==> config.mk <==
export PLATFORM = sky130hd
export DESIGN_NAME = aes_round_sequencer_flat
export DESIGN_NICKNAME = d
export VERILOG_FILES = /design/src/rtl/aes_round_sequencer_if.sv /design/src/rtl/aes_round_sequencer.sv /design/src/flat_wrapper.sv
export SDC_FILE = /design/constraint.sdc
export NUM_CORES = 1
export LEC_CHECK = 0
export CAP_MARGIN = 20
export CORE_ASPECT_RATIO = 0.75
export CORE_MARGIN = 8
export CORE_UTILIZATION = 45
export DETAILED_ROUTE_END_ITERATION = 16
export PLACE_DENSITY = 0.8
export SYNTH_ARGS = -nofsm -noshare
export SYNTH_HDL_FRONTEND = slang
export SYNTH_SLANG_ARGS = --single-unit
export TNS_END_PERCENT = 1
==> constraint.sdc <==
create_clock -name clk -period 1.55 [get_ports clk]
set_clock_uncertainty 0.1 [all_clocks]
set_input_delay 0.155 -clock clk [delete_from_list [all_inputs] [get_ports clk]]
set_output_delay 0.155 -clock clk [all_outputs]
set_load 0.02 [all_outputs]
==> src/rtl/aes_round_sequencer_if.sv <==
// aes_round_sequencer_if: start/key handshake, stage enables/valids and status of the AES round sequencer.
interface aes_round_sequencer_if;
    logic       start;
    logic       key_ready;
    logic       sub_valid;
    logic       shift_valid;
    logic       mix_valid;
    logic       ark_valid;
    logic       sub_en;
    logic       shift_en;
    logic       mix_en;
    logic       ark_en;
    logic [3:0] round_idx;
    logic [1:0] ark_src_sel;
    logic       state_load;
    logic       busy;
    logic       done;
    logic       timeout_err;

    modport slave (
        input  start, key_ready, sub_valid, shift_valid, mix_valid, ark_valid,
        output sub_en, shift_en, mix_en, ark_en, round_idx, ark_src_sel,
               state_load, busy, done, timeout_err
    );

    modport master (
        output start, key_ready, sub_valid, shift_valid, mix_valid, ark_valid,
        input  sub_en, shift_en, mix_en, ark_en, round_idx, ark_src_sel,
               state_load, busy, done, timeout_err
    );
endinterface

==> src/rtl/aes_round_sequencer.sv <==
// aes_round_sequencer: steps an AES-128 block through its 40 stage operations,
// with a per-stage watchdog that abandons the block if a stage stalls.
module aes_round_sequencer #(
    parameter int STAGE_TIMEOUT = 15
) (
    input  logic                        clk,
    input  logic                        rst,
    aes_round_sequencer_if.slave        bus
);
    typedef enum logic [2:0] {IDLE, WAIT_KEY, INIT_ARK, SUB, SHIFT, MIX, ARK, DONE} state_e;

    state_e     state_q, nxt;
    logic [3:0] round_q, wd_q;
    logic [1:0] src_q;
    logic       sub_en_q, shift_en_q, mix_en_q, ark_en_q;
    logic       state_load_q, busy_q, done_q, timeout_err_q;
    logic       act_valid, last_round;

    always_comb begin
        last_round = round_q == 4'd10;
        act_valid  = (state_q == SUB)   ? bus.sub_valid :
                     (state_q == SHIFT) ? bus.shift_valid :
                     (state_q == MIX)   ? bus.mix_valid :
                     (state_q == INIT_ARK || state_q == ARK) ? bus.ark_valid : 1'b0;
        nxt        = (state_q == INIT_ARK) ? SUB :
                     (state_q == SUB)      ? SHIFT :
                     (state_q == SHIFT)    ? (last_round ? ARK : MIX) :
                     (state_q == MIX)      ? ARK :
                     last_round            ? DONE : SUB;
    end

    always_ff @(posedge clk or negedge rst) begin
        if (!rst) begin
            state_q       <= IDLE;
            round_q       <= '0;
            wd_q          <= '0;
            src_q         <= '0;
            sub_en_q      <= 1'b0;
            shift_en_q    <= 1'b0;
            mix_en_q      <= 1'b0;
            ark_en_q      <= 1'b0;
            state_load_q  <= 1'b0;
            busy_q        <= 1'b0;
            done_q        <= 1'b0;
            timeout_err_q <= 1'b0;
        end else begin
            sub_en_q      <= 1'b0;
            shift_en_q    <= 1'b0;
            mix_en_q      <= 1'b0;
            ark_en_q      <= 1'b0;
            state_load_q  <= 1'b0;
            done_q        <= 1'b0;
            timeout_err_q <= 1'b0;
            case (state_q)
                IDLE: if (bus.start) begin
                    round_q <= '0;
                    busy_q  <= 1'b1;
                    if (bus.key_ready) begin
                        state_q  <= INIT_ARK;
                        ark_en_q <= 1'b1;
                        src_q    <= 2'd0;
                        wd_q     <= '0;
                    end else begin
                        state_q <= WAIT_KEY;
                    end
                end
                WAIT_KEY: if (bus.key_ready) begin
                    state_q  <= INIT_ARK;
                    ark_en_q <= 1'b1;
                    src_q    <= 2'd0;
                    wd_q     <= '0;
                end
                DONE: begin
                    state_q <= IDLE;
                    busy_q  <= 1'b0;
                end
                default: begin
                    // a valid in the watchdog's final cycle still wins over the timeout
                    if (act_valid) begin
                        state_q      <= nxt;
                        wd_q         <= '0;
                        state_load_q <= state_q == INIT_ARK || state_q == ARK;
                        sub_en_q     <= nxt == SUB;
                        shift_en_q   <= nxt == SHIFT;
                        mix_en_q     <= nxt == MIX;
                        ark_en_q     <= nxt == ARK;
                        done_q       <= nxt == DONE;
                        if (nxt == SUB) round_q <= round_q + 4'd1;
                        if (nxt == ARK) src_q <= (state_q == MIX) ? 2'd1 : 2'd2;
                    end else if (wd_q == 4'(STAGE_TIMEOUT - 1)) begin
                        state_q       <= IDLE;
                        busy_q        <= 1'b0;
                        timeout_err_q <= 1'b1;
                        wd_q          <= '0;
                    end else begin
                        wd_q <= wd_q + 4'd1;
                    end
                end
            endcase
        end
    end

    assign bus.sub_en      = sub_en_q;
    assign bus.shift_en    = shift_en_q;
    assign bus.mix_en      = mix_en_q;
    assign bus.ark_en      = ark_en_q;
    assign bus.round_idx   = round_q;
    assign bus.ark_src_sel = src_q;
    assign bus.state_load  = state_load_q;
    assign bus.busy        = busy_q;
    assign bus.done        = done_q;
    assign bus.timeout_err = timeout_err_q;
endmodule

==> src/flat_wrapper.sv <==
// flat-port wrapper written by rule: the top's interface ports become plain ports
module aes_round_sequencer_flat 
#(
    parameter int STAGE_TIMEOUT = 15
)
  (clk, rst, bus_start, bus_key_ready, bus_sub_valid, bus_shift_valid, bus_mix_valid, bus_ark_valid, bus_sub_en, bus_shift_en, bus_mix_en, bus_ark_en, bus_round_idx, bus_ark_src_sel, bus_state_load, bus_busy, bus_done, bus_timeout_err);
  aes_round_sequencer_if bus_i ();
  input  logic clk;
  input  logic rst;
  input wire logic [$bits(bus_i.start)-1:0] bus_start;
  input wire logic [$bits(bus_i.key_ready)-1:0] bus_key_ready;
  input wire logic [$bits(bus_i.sub_valid)-1:0] bus_sub_valid;
  input wire logic [$bits(bus_i.shift_valid)-1:0] bus_shift_valid;
  input wire logic [$bits(bus_i.mix_valid)-1:0] bus_mix_valid;
  input wire logic [$bits(bus_i.ark_valid)-1:0] bus_ark_valid;
  output wire logic [$bits(bus_i.sub_en)-1:0] bus_sub_en;
  output wire logic [$bits(bus_i.shift_en)-1:0] bus_shift_en;
  output wire logic [$bits(bus_i.mix_en)-1:0] bus_mix_en;
  output wire logic [$bits(bus_i.ark_en)-1:0] bus_ark_en;
  output wire logic [$bits(bus_i.round_idx)-1:0] bus_round_idx;
  output wire logic [$bits(bus_i.ark_src_sel)-1:0] bus_ark_src_sel;
  output wire logic [$bits(bus_i.state_load)-1:0] bus_state_load;
  output wire logic [$bits(bus_i.busy)-1:0] bus_busy;
  output wire logic [$bits(bus_i.done)-1:0] bus_done;
  output wire logic [$bits(bus_i.timeout_err)-1:0] bus_timeout_err;
  assign bus_i.start = bus_start;
  assign bus_i.key_ready = bus_key_ready;
  assign bus_i.sub_valid = bus_sub_valid;
  assign bus_i.shift_valid = bus_shift_valid;
  assign bus_i.mix_valid = bus_mix_valid;
  assign bus_i.ark_valid = bus_ark_valid;
  assign bus_sub_en = bus_i.sub_en;
  assign bus_shift_en = bus_i.shift_en;
  assign bus_mix_en = bus_i.mix_en;
  assign bus_ark_en = bus_i.ark_en;
  assign bus_round_idx = bus_i.round_idx;
  assign bus_ark_src_sel = bus_i.ark_src_sel;
  assign bus_state_load = bus_i.state_load;
  assign bus_busy = bus_i.busy;
  assign bus_done = bus_i.done;
  assign bus_timeout_err = bus_i.timeout_err;
  aes_round_sequencer #(.STAGE_TIMEOUT(STAGE_TIMEOUT)) u_core (.clk(clk), .rst(rst), .bus(bus_i));
endmodule
==> run_results.csv <==
group,metric,value,unit
synthesis,netlist_area,0.00110,mm²
routing,via_per_inst,5.60,
power,p_leak,0.840,nW
hold_path,min_path_type,"input port to asynchronous set/reset pin",
die,num_rows,15,
timing,worst_pin_slew,0.376,ns
die,start_util,0.478,
timing,finalWorstPathRequiredPeriod,1.71,ns
timing,layout_setup_ws,-0.156,ns
setup_path,arrival,1.82,ns
layout,nNetsFinal,179,
die,dieWidth,73.2,µm
timing,setup_viol,13,
layout,layout_commonest_cell,"buf_4",
setup_path,startpoint,"u_core.state_q[1]$_DFFE_PN0P_",
layout,drive_above_1_share,0.380,
timing,hold_viol_final,0,
synthesis,synth-seq-area-share,0.476,
place,routabilityCongestion,0.863,
clocking,clk_latency,0.31,ns
clocking,cts.sinks,21,
timing,fmax,0.586,GHz
layout,n_antenna_cell,0,
routing,drc,0,
die,ios,22,
synthesis,yosysUniqueCellTypes,39,
routing,routedWlPerCell,16.4,µm
setup_path,critPathLaunchType,"register",
timing,rsz0062_at_grt,"true",
place,dpl_cell_area,0.00156,mm²
setup_path,criticalPathCategory,"register to register",
setup_path,max_stage_delay,0.47,ns
outcome,violations,"negative setup slack",
setup_path,critical_path_buf_inv_count,1,
synthesis,ys_warn_count,0,
setup_path,crit_family,"simple AND/OR/NAND/NOR gates",
global_routing,grt_overflow,0,
power,power_density,1690,mW/mm²
clocking,cts_tree,"built",
synthesis,synth-seq-cells,21,
outcome,status,"complete, but fails checks",
layout,area_growth,55.8,%
setup_path,critical_path.slowest_cell,"dfrtp_2",
layout,final_util,0.745,
place,portBuffers,21,
synthesis,avgSynthCellArea,9.77,µm²
clocking,cts_buffers,3,
clocking,ctsHoldBuffers,0,
routing,vias,1120,
setup_path,end_kind,"register",
layout,final_cell_mix,"buf_4 (30), dfrtp_1 (17), clkdlybuf4s50_1 (13)",
timing,drv_slew,0,
setup_path,reg2reg_from,"u_core.state_q[1]$_DFFE_PN0P_",
setup_path,required,1.67,ns
setup_path,path_max_fanout,6,
power,peakVddDrop,1030,µV
global_routing,grt_antenna_before_repair,0,
power,total_power,0.00290,W
setup_path,worstPathCellList,"buf_4 > nor2_2 > nand3b_1 > a31o_2",
synthesis,syn_nets,125,
layout,fin_area,0.00172,mm²
global_routing,first_global_vias,1063,
clocking,clk_path_buf_depth,2,
synthesis,syn-instance-count,113,
synthesis,synth_top_flop_cell,"dfrtp_1",
place,dp_hpwl,2.25,mm
place,place_ws,-0.244,ns
timing,maxSlewHeadroom,0.748,
synthesis,synth-edff-count,0,
job,max-cap-violations,0,
routing,wirelength,3.28,mm
routing,postRouteAntennaNets,0,
global_routing,grt_max_degree,22,
die,coreArea,0.00231,mm²
synthesis,ys_async_sr_fraction,1.00,
routing,drt_iter0_drc,77,
routing,dr.pass1.iters,4,
global_routing,grt_first_pass_wirelength,4.91,mm
die,fp.dieH,58.9,µm
clocking,clk_pin_slew_worst_paths,0.12,ns
global_routing,grt_usage,0.146,
clocking,cts.htree.levels,1,
clocking,root_buffer,"clkbuf_4",
die,die_area,0.00431,mm²
timing,fin_crit_sh,1.10,
## cell families (layout without fill, tap and decap cells)
kind of cell	Yosys count	count (layout)	synth area share
AO/OA/AOI/OAI	32	32	0.198
buffers and inverters	9	62	0.0329
AND/OR/NAND/NOR	44	44	0.219
multiplexers	3	3	0.0283
adder cells (fa/ha/maj)	4	4	0.0454
flip-flops	21	21	0.476
## sequential cells by signal, indices dropped and copies added, names as in the netlist
name,count
u_core.bus.busy,1
u_core.bus.done,1
u_core.bus.mix_en,1
u_core.bus.shift_en,1
u_core.bus.ark_src_sel,2
u_core.bus.sub_en,1
u_core.wd_q,4
u_core.bus.ark_en,1
u_core.state_q,3
u_core.bus.round_idx,4
u_core.bus.timeout_err,1
u_core.bus.state_load,1
## where the power goes
part           switching (W)  internal (W)
combinational       0.000913      0.000845
sequential          0.000144      0.000727
clock               0.000167      0.000101
total                0.00122       0.00167
## metrics by stage
step / TNS [ns] / hold slack, ns / std cells
after detailed placement: -2.03 / 0.393 / 193
final: -1.07 / 0.0637 / 200
after global placement: -1.53 / 0.389 / 193
after global routing: -2.06 / 0.0770 / 200
after floorplan: -0.641 / -0.241 / 113
after CTS: -0.667 / 0.0661 / 199
## worst paths after layout
path,endpoint,slack (ns),cells after the start
worst max-delay path,u_core.bus.round_idx[2]$_DFFE_PN0P_,-0.16,4
worst min-delay path,u_core.wd_q[3]$_DFFE_PN0P_,0.06,2
worst max register to register,u_core.bus.round_idx[2]$_DFFE_PN0P_,-0.16,4
worst min register to register,u_core.bus.busy$_DFFE_PN0P_,0.41,2
max in group asynchronous,u_core.state_q[2]$_DFFE_PN0P_,1.04,2
min in group clk,u_core.bus.busy$_DFFE_PN0P_,0.41,2
## synth_stat cells, types with 3 or more instances
cell / number / area [µm²]
nand3_1: 5 / 25.0
dfrtp_1: 21 / 526
nand2b_1: 5 / 31.3
inv_1: 5 / 18.8
o21ai_0: 7 / 35.0
ha_1: 4 / 50.1
o21a_1: 3 / 22.5
o31ai_1: 3 / 22.5
nor2_1: 7 / 26.3
a21oi_1: 5 / 25.0
nand2_1: 12 / 45.0
## repair_timing
action,CTS,global route
setup buffers,2,1
gates resized for setup,19,19
pin swaps,6,4
hold endpoints to repair,0,0
setup endpoints to repair,20,18
## metal layers
metal	global-route usage	vias to the layer above	share of wire
met3	0.0525	4	0.084
met5	0	-	0
met2	0.239	52	0.48
li1	-	522	-
met4	0.0540	0	0.0070
met1	0.171	542	0.43
## final cells by class
type | instances | area [µm²]
Multi-Input combinational cell | 83 | 646
Fill cell | 151 | 589
Sequential cell | 21 | 531
Timing Repair Buffer | 53 | 455
Tap cell | 34 | 42.5
Clock buffer | 4 | 26.3
Inverter | 5 | 18.8
Power figures use the tool's default switching activity.
